File: src/rtl/jam_cost_server.sv
// Responder for the JAM cost-table interface: loads an 8x8 cost table over a
// valid/ready stream, serves registered (W,J) reads, and scores the JAM result.
module jam_cost_server #(
  parameter int COST_W  = 7,
  parameter int TIMEOUT = 100000
) (
  input  logic              CLK,
  input  logic              RST,
  input  logic              ld_valid,
  input  logic [COST_W-1:0] ld_data,
  output logic              ld_ready,
  input  logic [9:0]        exp_min,
  input  logic [3:0]        exp_cnt,
  output logic              jam_rst,
  input  logic [2:0]        W,
  input  logic [2:0]        J,
  output logic [COST_W-1:0] Cost,
  input  logic              Valid,
  input  logic [3:0]        MatchCount,
  input  logic [9:0]        MinCost,
  output logic              done,
  output logic              pass,
  output logic              timeout
);

  localparam int CNT_W = $clog2(TIMEOUT + 1);
  localparam logic [CNT_W-1:0] CNT_LAST = CNT_W'(TIMEOUT - 1);

  typedef enum logic [1:0] {
    S_LOAD,
    S_SERVE,
    S_DONE
  } state_t;

  state_t            state;
  logic [5:0]        idx;
  logic [CNT_W-1:0]  cnt;
  logic [9:0]        exp_min_q;
  logic [3:0]        exp_cnt_q;
  logic [COST_W-1:0] mem [64];
  logic              ld_fire;

  assign ld_fire = (state == S_LOAD) && ld_valid && ld_ready;

  // Table storage carries no reset; reads are only possible after a full reload.
  always_ff @(posedge CLK) begin
    if (ld_fire) begin
      mem[idx] <= ld_data;
    end
  end

  always_ff @(posedge CLK or posedge RST) begin
    if (RST) begin
      state     <= S_LOAD;
      idx       <= '0;
      cnt       <= '0;
      exp_min_q <= '0;
      exp_cnt_q <= '0;
      ld_ready  <= 1'b1;
      jam_rst   <= 1'b1;
      Cost      <= '0;
      done      <= 1'b0;
      pass      <= 1'b0;
      timeout   <= 1'b0;
    end else begin
      case (state)
        S_LOAD: begin
          if (ld_fire) begin
            idx <= idx + 6'd1;
            if (idx == 6'd63) begin
              exp_min_q <= exp_min;
              exp_cnt_q <= exp_cnt;
              ld_ready  <= 1'b0;
              jam_rst   <= 1'b0;
              state     <= S_SERVE;
            end
          end
        end
        S_SERVE: begin
          Cost <= mem[{W, J}];
          if (cnt != '1) begin
            cnt <= cnt + 1'b1;
          end
          // Valid takes priority over an expiring counter in the same cycle.
          if (Valid) begin
            done    <= 1'b1;
            pass    <= (MinCost == exp_min_q) && (MatchCount == exp_cnt_q);
            timeout <= 1'b0;
            jam_rst <= 1'b1;
            Cost    <= '0;
            state   <= S_DONE;
          end else if (cnt == CNT_LAST) begin
            done    <= 1'b1;
            pass    <= 1'b0;
            timeout <= 1'b1;
            jam_rst <= 1'b1;
            Cost    <= '0;
            state   <= S_DONE;
          end
        end
        S_DONE: begin
          Cost     <= '0;
          ld_ready <= 1'b0;
          jam_rst  <= 1'b1;
        end
        default: begin
          state <= S_DONE;
        end
      endcase
    end
  end

endmodule

File: config.mk
export PLATFORM = sky130hd
export DESIGN_NAME = jam_cost_server
export DESIGN_NICKNAME = d
export VERILOG_FILES = /design/src/rtl/jam_cost_server.sv
export SDC_FILE = /design/constraint.sdc
export NUM_CORES = 1
export LEC_CHECK = 0
export ABC_AREA = 0
export ABC_CLOCK_PERIOD_IN_PS = 2700
export BUFFER_PORTS_ARGS = -buffer_cell sky130_fd_sc_hd__buf_4
export CAP_MARGIN = 10
export CORE_MARGIN = 2
export CORE_UTILIZATION = 40
export DETAILED_ROUTE_END_ITERATION = 12
export GPL_ROUTABILITY_DRIVEN = 0
export SYNTH_ARGS = -nofsm -noshare
export SYNTH_HDL_FRONTEND = slang
export SYNTH_SLANG_ARGS = --single-unit
File: constraint.sdc
create_clock -name CLK -period 2.7 [get_ports CLK]
set_input_delay 0.135 -clock CLK [delete_from_list [all_inputs] [get_ports CLK]]
set_output_delay 0.135 -clock CLK [all_outputs]
set_load 0.005 [all_outputs]
==> results of run 1 <==
[kinds of logic (layout without fill, tap and decap cells)]
| logic type | count (synthesis) | after routing | share of synthesized area |
|---|---|---|---|
| flip-flops | 499 | 499 | 0.745 |
| XOR/XNOR | 34 | 34 | 0.0151 |
| AO/OA/AOI/OAI | 85 | 85 | 0.0300 |
| buffers and inverters | 57 | 281 | 0.0128 |
| multiplexers | 156 | 156 | 0.145 |
| AND/OR/NAND/NOR | 194 | 194 | 0.0478 |
| adder cells (fa/ha/maj) | 7 | 7 | 0.00443 |
[routing by layer]
layer  global-route usage  wire [um]  vias up
met5                    0          0        -
met4               0.0656       1180        0
met3               0.0328       2600       55
met2                0.281      21100      325
met1                0.258      20200     5295
li1                     -          -     4502
[final timing paths]
kind | slack, ns | end | cells after the start | startpoint
worst min register to register | 0.49 | cnt[15] | 1 | cnt[15]
worst max-delay path | 0.32 | mem[26][3] | 8 | state[1]
min in group asynchronous | 0.15 | exp_min_q[9] | 3 | RST
worst min-delay path | 0.02 | pass | 5 | MatchCount[1]
max in group asynchronous | 1.78 | cnt[9] | 4 | RST
worst max register to register | 0.32 | mem[26][3] | 8 | state[1]
[through the flow]
step / area [sq um] / total power, mW / instances
detailed placement: 21700 / 9.25 / 1808
CTS: 23500 / 15.8 / 1920
finish: 23500 / 15.7 / 1920
floorplan: 19800 / 8.92 / 1032
global route: 23500 / 16.2 / 1920
global placement: 21700 / 9.24 / 1808
[cell usage in the layout, fill, tap and decap left out, drive strengths merged, types with 3 or more instances in the layout]
| cell | synthesis | layout |
|---|---|---|
| and2 | 4 | 4 |
| mux4 | 102 | 102 |
| nor2b | 15 | 15 |
| dlygate4sd3 | 0 | 22 |
| o21ai | 8 | 8 |
| nand2b | 8 | 8 |
| o211ai | 6 | 6 |
| nand2 | 35 | 35 |
| buf | 30 | 161 |
| xnor2 | 22 | 22 |
| inv | 7 | 7 |
| or2 | 3 | 3 |
| ha | 7 | 7 |
| nand4 | 10 | 10 |
| a21oi | 22 | 22 |
| xor2 | 12 | 12 |
| mux2 | 25 | 25 |
| clkinv | 0 | 22 |
| mux2i | 29 | 29 |
| nor4 | 5 | 5 |
| clkbuf | 20 | 65 |
| dfrtp | 49 | 49 |
| nand3 | 17 | 17 |
| a22oi | 41 | 41 |
| nand3b | 3 | 3 |
| nor2 | 81 | 81 |
| edfxtp | 448 | 448 |
| clkinvlp | 0 | 3 |
| or3 | 3 | 3 |
[cell usage after synthesis, types with 3 or more instances]
master,count
nand2_1,35
inv_1,7
nand3_1,17
xor2_1,12
mux2_1,16
buf_1,10
nor4_1,4
nand4_1,10
mux4_2,102
o21ai_1,8
and2_1,4
nand3b_1,3
buf_2,16
a21oi_1,22
nor2b_1,15
xnor2_1,22
edfxtp_1,448
buf_4,3
ha_1,7
mux2_2,9
or3_1,3
mux2i_1,29
dfrtp_1,49
nand2b_1,8
clkbuf_1,20
a22oi_1,41
nor2_1,80
o211ai_1,6
[critical path: stages, from the launching register on]
cell	delay [ns]
dfrtp_1	0.40
inv_1	0.11
ha_1	0.17
and3_1	0.30
nor2b_1	0.29
nand2_1	0.27
buf_4	0.25
nor2_1	0.12
buf_4	0.19
[state kept, by name, indices dropped and copies added, names as in the netlist, 2 cells and up]
name	flops
Cost	7
mem	448
exp_min_q	10
idx	6
cnt	17
state	2
exp_cnt_q	4
[layout make-up]
class	instances	area, sq um
multi-input combinational	476	4790
clock buffer	64	1410
fill	4073	25400
timing repair buffer	184	1490
inverter	7	26.3
sequential	499	14700
tap	664	831
clock inverter	26	171
[power by group through the flow]
| stage | Combinational, mW | Sequential, mW | Clock, mW |
|---|---|---|---|
| 2_1_floorplan | 0.343 | 8.58 | 0 |
| 3_3_place_gp | 0.661 | 8.58 | 0 |
| 3_5_place_dp | 0.669 | 8.58 | 0 |
| 4_1_cts | 0.696 | 8.41 | 6.74 |
| 5_1_grt | 0.738 | 8.41 | 7.01 |
| 6_report | 0.684 | 8.41 | 6.59 |
==> flow_summary.ini, run 1 <==
[run_status]
outcome = completed

[power_and_ir_drop]
ir_drop_mv = 0.449
p_seq_frac = 0.537
p_comb_frac = 0.044
p_int_mw = 12.5
switchingPower_mw = 3.22
switching_share = 0.205
powerDensity_nw_per_um2 = 669
p_leak_nw = 8.03
clockPowerShare = 0.420

[floorplan]
die_h_um = 226
core_sq_um = 48800
initial_core_util = 0.405
ios = 57
die-area_sq_um = 51200
die_w_um = 226
row_count = 81

[logic_synthesis]
synth_area_leaders = edfxtp_1 68%, mux4_2 12%, dfrtp_1 6.2%
yosysSeqAreaShare = 0.745
synth_edf_count = 448
ys_ff_latch = 499
syn_area_sq_um = 19800
synth_top_area_frac = 0.680
yosys_warnings = 0
synth.avg_cell_area_sq_um = 19.2
synth_area_leader_cell = edfxtp_1
synth_fp_nets = 1084
async_flop_share = 0.102
synth_cells = 1032
ys_types = 49
synth_ff_type = edfxtp_1

[run]
maxCapViolCount = 0

[cts]
htreeDepth = 2
ctsHoldBuffers = 22
cts_resized = 0
clock_path_buffers = 3
cts_tree = done
cts_buffers = 50
clock_sinks = 499
clk_latency_ns = 0.60
clock_tree.root_cell = clkbuf_16
postCtsSetupRepairBufs = 0
clkTransAtPathRegs_ns = 0.06

[sta]
drv_slew = 0
period_share = 0.882
tightest_slew_ns = 0.859
rsz0062_at_grt = false
timing.fmax_mhz = 420
hold_violations = 0
fin_crit_ns = 2.38
setup_viol = 0
setup_tns_ns = 0
relSlewSlack = 0.422
hold_slack_ns = 0.0173
setup_ws_ns = 0.318
fin_skew_ns = 0.0250

[grt]
grt_start_max_net_pins = 65
overflow = 0
grt_pass1_wl_mm = 67.7
grt_antenna_before_repair = 0
grt_pass1_vias = 10600
grt_util_all_layers = 0.181

[worst_setup_path]
worstPathMaxFanout = 7
cp-start-kind = flop
worst-endpoint-required_ns = 3.01
critPathCaptureType = flop
worstPathArrival_ns = 2.69
critPathKind = reg2reg

[placement]
hpwl_mm = 28.2
place_ws_ns = 0.309
port_buffers = 56

[final_layout]
diodes = 0
num-nets-final = 1270
post-route-util = 0.480
areaGrowthSynthToFinish_pct = 18.6
drive_gt1_frac = 0.284

[drt]
drc_errors = 0
drt-vias-per-instance = 5.30
firstDrtPassIters = 5
wl_per_cell_um = 23.5
finalWirelength_mm = 45.1
vias = 10200
antenna_left = 0
drt_iter0_markers = 850

[hold_path]
hold_class = in2reg
Power figures use the tool's default switching activity.
==> run 2: changes to the inputs <==
--- a/config.mk
+++ b/config.mk
@@ -10,9 +10,10 @@
 export BUFFER_PORTS_ARGS = -buffer_cell sky130_fd_sc_hd__buf_4
 export CAP_MARGIN = 10
 export CORE_MARGIN = 2
-export CORE_UTILIZATION = 40
+export CORE_UTILIZATION = 58
 export DETAILED_ROUTE_END_ITERATION = 12
 export GPL_ROUTABILITY_DRIVEN = 0
+export PLACE_DENSITY = 0.75
 export SYNTH_ARGS = -nofsm -noshare
 export SYNTH_HDL_FRONTEND = slang
 export SYNTH_SLANG_ARGS = --single-unit
==> constraint.sdc (replaced) <==
create_clock -name CLK -period 2.7 [get_ports CLK]
set_input_delay 0.135 -clock CLK [delete_from_list [all_inputs] [get_ports CLK]]
set_output_delay 0.135 -clock CLK [all_outputs]
set_load 0.05 [all_outputs]
==> run 2 against run 1 <==
- clock power rose by 3%
- clock skew shrank 0.0052 ns
- critical path depth fell by 1
- highest routed layer unchanged
- wire length fell by 6.8%
==> flow_summary.ini, run 2 (synthesized netlist as in run 1, its figures left out) <==
[cts]
htreeDepth = 2
clock_sinks = 499
clk_latency_ns = 0.57
clkTransAtPathRegs_ns = 0.06
cts_tree = done
cts_buffers = 49
clock_path_buffers = 3
cts_resized = 0
clock_tree.root_cell = clkbuf_16
postCtsSetupRepairBufs = 0

[placement]
hpwl_mm = 25.6
dpl_cell_area_sq_um = 21300
port_buffers = 56
place_ws_ns = 0.235

[hold_path]
holdPathEnd = pass
hold_start = MinCost[7]
hold_class = in2reg
hold_depth = 5

[final_layout]
areaGrowthSynthToFinish_pct = 17.0
final_common_cell = edfxtp_1
drive_gt1_frac = 0.279
final_area_sq_um = 23100
post-route-util = 0.690
fillCellCount = 2058
diodes = 0
final_cell_mix = 448 x edfxtp_1, 143 x buf_4, 102 x mux4_2
regMostFlops = mem
top_regs = mem x448, cnt x17, exp_min_q x10
num-nets-final = 1255
largest_reg_flops = 448

[floorplan]
die-area_sq_um = 35600
core_sq_um = 33500
die_h_um = 189
ios = 57
initial_core_util = 0.590
row_count = 67
die_w_um = 189

[worst_setup_path]
r2r_cells = 7
worstPathMaxFanout = 6
r2r_end = state[0]
reg2reg_slack_ns = 0.18
r2r_start = state[1]
critPathCaptureType = flop
critPathKind = reg2reg
cp-start-kind = flop
worstPathArrival_ns = 2.96
worst-endpoint-required_ns = 3.14

[grt]
overflow = 0
grt_start_max_net_pins = 65
grt_util_all_layers = 0.241
grt_pass1_vias = 10400
grt_antenna_before_repair = 0
grt_pass1_wl_mm = 63.4

[sta]
fin_skew_ns = 0.0197
hold_slack_ns = 0.0225
tightest_slew_ns = 0.911
rsz0062_at_grt = false
period_share = 0.933
fin_crit_ns = 2.52
drv_slew = 0
hold_violations = 0
relSlewSlack = 0.387
setup_ws_ns = 0.181
timing.fmax_mhz = 397
setup_viol = 0
setup_tns_ns = 0

[run]
maxCapViolCount = 0

[drt]
drt_iter0_markers = 1082
firstDrtPassIters = 5
drt-vias-per-instance = 6.11
finalWirelength_mm = 42.0
vias = 10300
wl_per_cell_um = 24.8
drc_errors = 0
antenna_left = 0

[power_and_ir_drop]
clockPowerShare = 0.427
p_leak_nw = 8.00
ir_drop_mv = 0.548
p_seq_frac = 0.531
powerDensity_nw_per_um2 = 685
switching_share = 0.198
switchingPower_mw = 3.13
p_comb_frac = 0.042
p_int_mw = 12.7

[run_status]
outcome = completed
run 2: routing by layer:
metal	global-route usage	share of wire
met1	0.343	0.41
met2	0.394	0.50
met3	0.0339	0.072
met4	0.0766	0.026
met5	0	0
run 2: timing repair:
item / in CTS / in global routing
endpoints found under the setup margin: 0 / 0
hold buffers: 17 / 0
endpoints found under the hold margin: 65 / 0
run 2: per-stage QoR:
stage / instances / power (mW)
detailed placement: 1581 / 9.21
global placement: 1580 / 9.20
finish: 1692 / 15.8
CTS: 1690 / 15.9
global route: 1692 / 16.3
floorplan: 1032 / 8.92
run 2: power groups by stage:
stage	clock network [mW]	registers (mW)	logic, mW
after global placement	0	8.58	0.624
after detailed placement	0	8.58	0.638
after CTS	6.86	8.41	0.663
after floorplan	0	8.58	0.343
after global routing	7.18	8.41	0.705
final	6.77	8.41	0.660
run 2: worst max path at each step:
stage | start | slack [ns] | to | depth (start not counted)
global route | state[1] | 0.09 | mem[56][6] | 7
global placement | cnt[0] | 0.08 | Cost[1] | 6
floorplan | state[0] | 0.37 | state[0] | 9
CTS | state[0] | 0.22 | state[0] | 7
detailed placement | state[0] | 0.24 | state[0] | 7
finish | state[1] | 0.18 | state[0] | 7
run 2: area by class of cell:
type | count | area (sq um) | area share
Multi-Input combinational cell | 476 | 4790 | 0.207
Timing Repair Buffer | 170 | 1410 | 0.0607
Clock buffer | 65 | 1360 | 0.0587
Sequential cell | 499 | 14700 | 0.637
Tap cell | 448 | 561 | 0.0242
Clock inverter | 27 | 260 | 0.0112
Inverter | 7 | 26.3 | 0.00114
run 2: worst max-delay path, cell delays in order, from the launching register on:
cell      delay [ns]
dfrtp_1         0.40
inv_1           0.11
ha_1            0.18
and3_1          0.36
nand2_1         0.15
or3_1           0.47
a221oi_4        0.36
mux2_1          0.35
==> run 3: changes to the inputs <==
--- a/config.mk
+++ b/config.mk
@@ -9,7 +9,6 @@
 export ABC_CLOCK_PERIOD_IN_PS = 2700
 export BUFFER_PORTS_ARGS = -buffer_cell sky130_fd_sc_hd__buf_4
 export CAP_MARGIN = 10
-export CORE_MARGIN = 2
 export CORE_UTILIZATION = 58
 export DETAILED_ROUTE_END_ITERATION = 12
 export GPL_ROUTABILITY_DRIVEN = 0
==> run 3 against run 2 <==
- count of clock-buffer cells in the layout is the same
- sequential share of layout area increased by 0.093 points
- cell area decreased by 0.15%
- power up 0.94%
- critical path type unchanged
- highest routed layer unchanged
- clock skew increased by 0.0034 ns
- clock power increased by 2%
==> flow_summary.ini, run 3 (synthesized netlist as in run 1, its figures left out) <==
[run_status]
outcome = completed

[hold_path]
hold_depth = 5
hold_class = in2reg

[sta]
timing.fmax_mhz = 414
period_share = 0.894
hold_violations = 0
fin_crit_ns = 2.41
setup_viol = 0
setup_ws_ns = 0.286
tightest_slew_ns = 0.966
drv_slew = 0
hold_slack_ns = 0.0163
rsz0062_at_grt = false
relSlewSlack = 0.350
fin_skew_ns = 0.0232
setup_tns_ns = 0

[placement]
hpwl_mm = 25.8
port_buffers = 56
place_ws_ns = 0.256
dpl.cell_count = 1577
dpl_cell_area_sq_um = 21300

[floorplan]
die_h_um = 187
die-area_sq_um = 34800
row_count = 67
core_sq_um = 33500
ios = 57
initial_core_util = 0.590
die_w_um = 187

[drt]
dr_wl_met3_mm = 3.19
drc_errors = 0
drt-vias-per-instance = 6.09
vias = 10300
top_layer_used = met4
wl_per_cell_um = 25.1
met2_length_mm = 20.9
finalWirelength_mm = 42.2
wl_met1_mm = 17.1
drt_iter0_markers = 1050
firstDrtPassIters = 5
antenna_left = 0

[cts]
postCtsSetupRepairBufs = 0
clock_tree.root_cell = clkbuf_16
clock_path_buffers = 3
clk_latency_ns = 0.57
cts_tree = done
htreeDepth = 2
cts_buffers = 49
clock_sinks = 499
clkTransAtPathRegs_ns = 0.06

[final_layout]
post-route-util = 0.689
fin_cells = 1686
largest_reg_flops = 448
top_regs = mem x448, cnt x17, exp_min_q x10
drive_gt1_frac = 0.276
final_common_cell = edfxtp_1
final_area_sq_um = 23100
num-nets-final = 1251
areaGrowthSynthToFinish_pct = 16.8
regMostFlops = mem
diodes = 0
final_cell_mix = 448 x edfxtp_1, 143 x buf_4, 102 x mux4_2

[worst_setup_path]
worst-endpoint-required_ns = 2.96
cp-start-kind = flop
worstPathMaxFanout = 8
critPathCaptureType = flop
r2r_cells = 7
worstPathArrival_ns = 2.68
critPathKind = reg2reg

[grt]
grt_pass1_vias = 10800
overflow = 0
grt_util_all_layers = 0.251
grt_pass1_wl_mm = 64.5
grt_antenna_before_repair = 0
grt_start_max_net_pins = 65

[power_and_ir_drop]
finalPower_mw = 16.0
ir_drop_mv = 0.469
p_leak_nw = 7.98
powerDensity_nw_per_um2 = 692

[run]
maxCapViolCount = 0
[run 3: changes by cell type in the layout (fill, tap and decap cells not counted)]
| cell | previous run | this run |
|---|---|---|
| buf_12 | 7 | 4 |
| buf_2 | 2 | 0 |
| bufinv_16 | 5 | 7 |
| clkbuf_1 | 11 | 13 |
| clkbuf_8 | 3 | 1 |
| clkinv_1 | 9 | 5 |
| clkinvlp_4 | 3 | 2 |
| dlygate4sd3_1 | 17 | 18 |
| inv_6 | 1 | 2 |
[run 3: timing repair]
item,CTS,global route
endpoints found under the hold margin,66,0
hold buffers,18,0
resized for setup,0,0
[run 3: final cells by class]
class	count	area [sq um]
Multi-Input combinational cell	476	4790
Fill cell	2071	10400
Sequential cell	499	14700
Timing Repair Buffer	166	1350
Tap cell	448	561
Inverter	7	26.3
Clock buffer	65	1340
Clock inverter	25	307
[run 3: worst paths after layout]
kind                                from         end  slack, ns
min in group asynchronous            RST     Cost[3]       0.14
setup / recovery                state[0]  mem[20][4]       0.29
max in group asynchronous            RST     cnt[13]       2.01
hold / removal             MatchCount[0]        pass       0.02
setup reg to reg                state[0]  mem[20][4]       0.29
hold reg to reg                  cnt[15]     cnt[15]       0.47
[run 3: routing by layer]
| layer | GRT usage | vias up |
|---|---|---|
| met5 | 0 | - |
| met4 | 0.0788 | 0 |
| met3 | 0.0525 | 72 |
| met2 | 0.407 | 438 |
| met1 | 0.345 | 5291 |
| li1 | - | 4473 |
[run 3: report_power, final]
group          switching [mW]  internal [mW]  total, mW
Sequential                  0           8.41       8.41
Clock                    2.76           4.16       6.92
Combinational           0.390          0.274      0.664
[run 3: worst max-delay path, stage by stage, from the launching register on]
cell,delay (ns)
dfrtp_1,0.42
inv_1,0.10
ha_1,0.16
and3_1,0.30
nor2b_1,0.28
nand2_1,0.38
nor2_1,0.26
buf_4,0.21
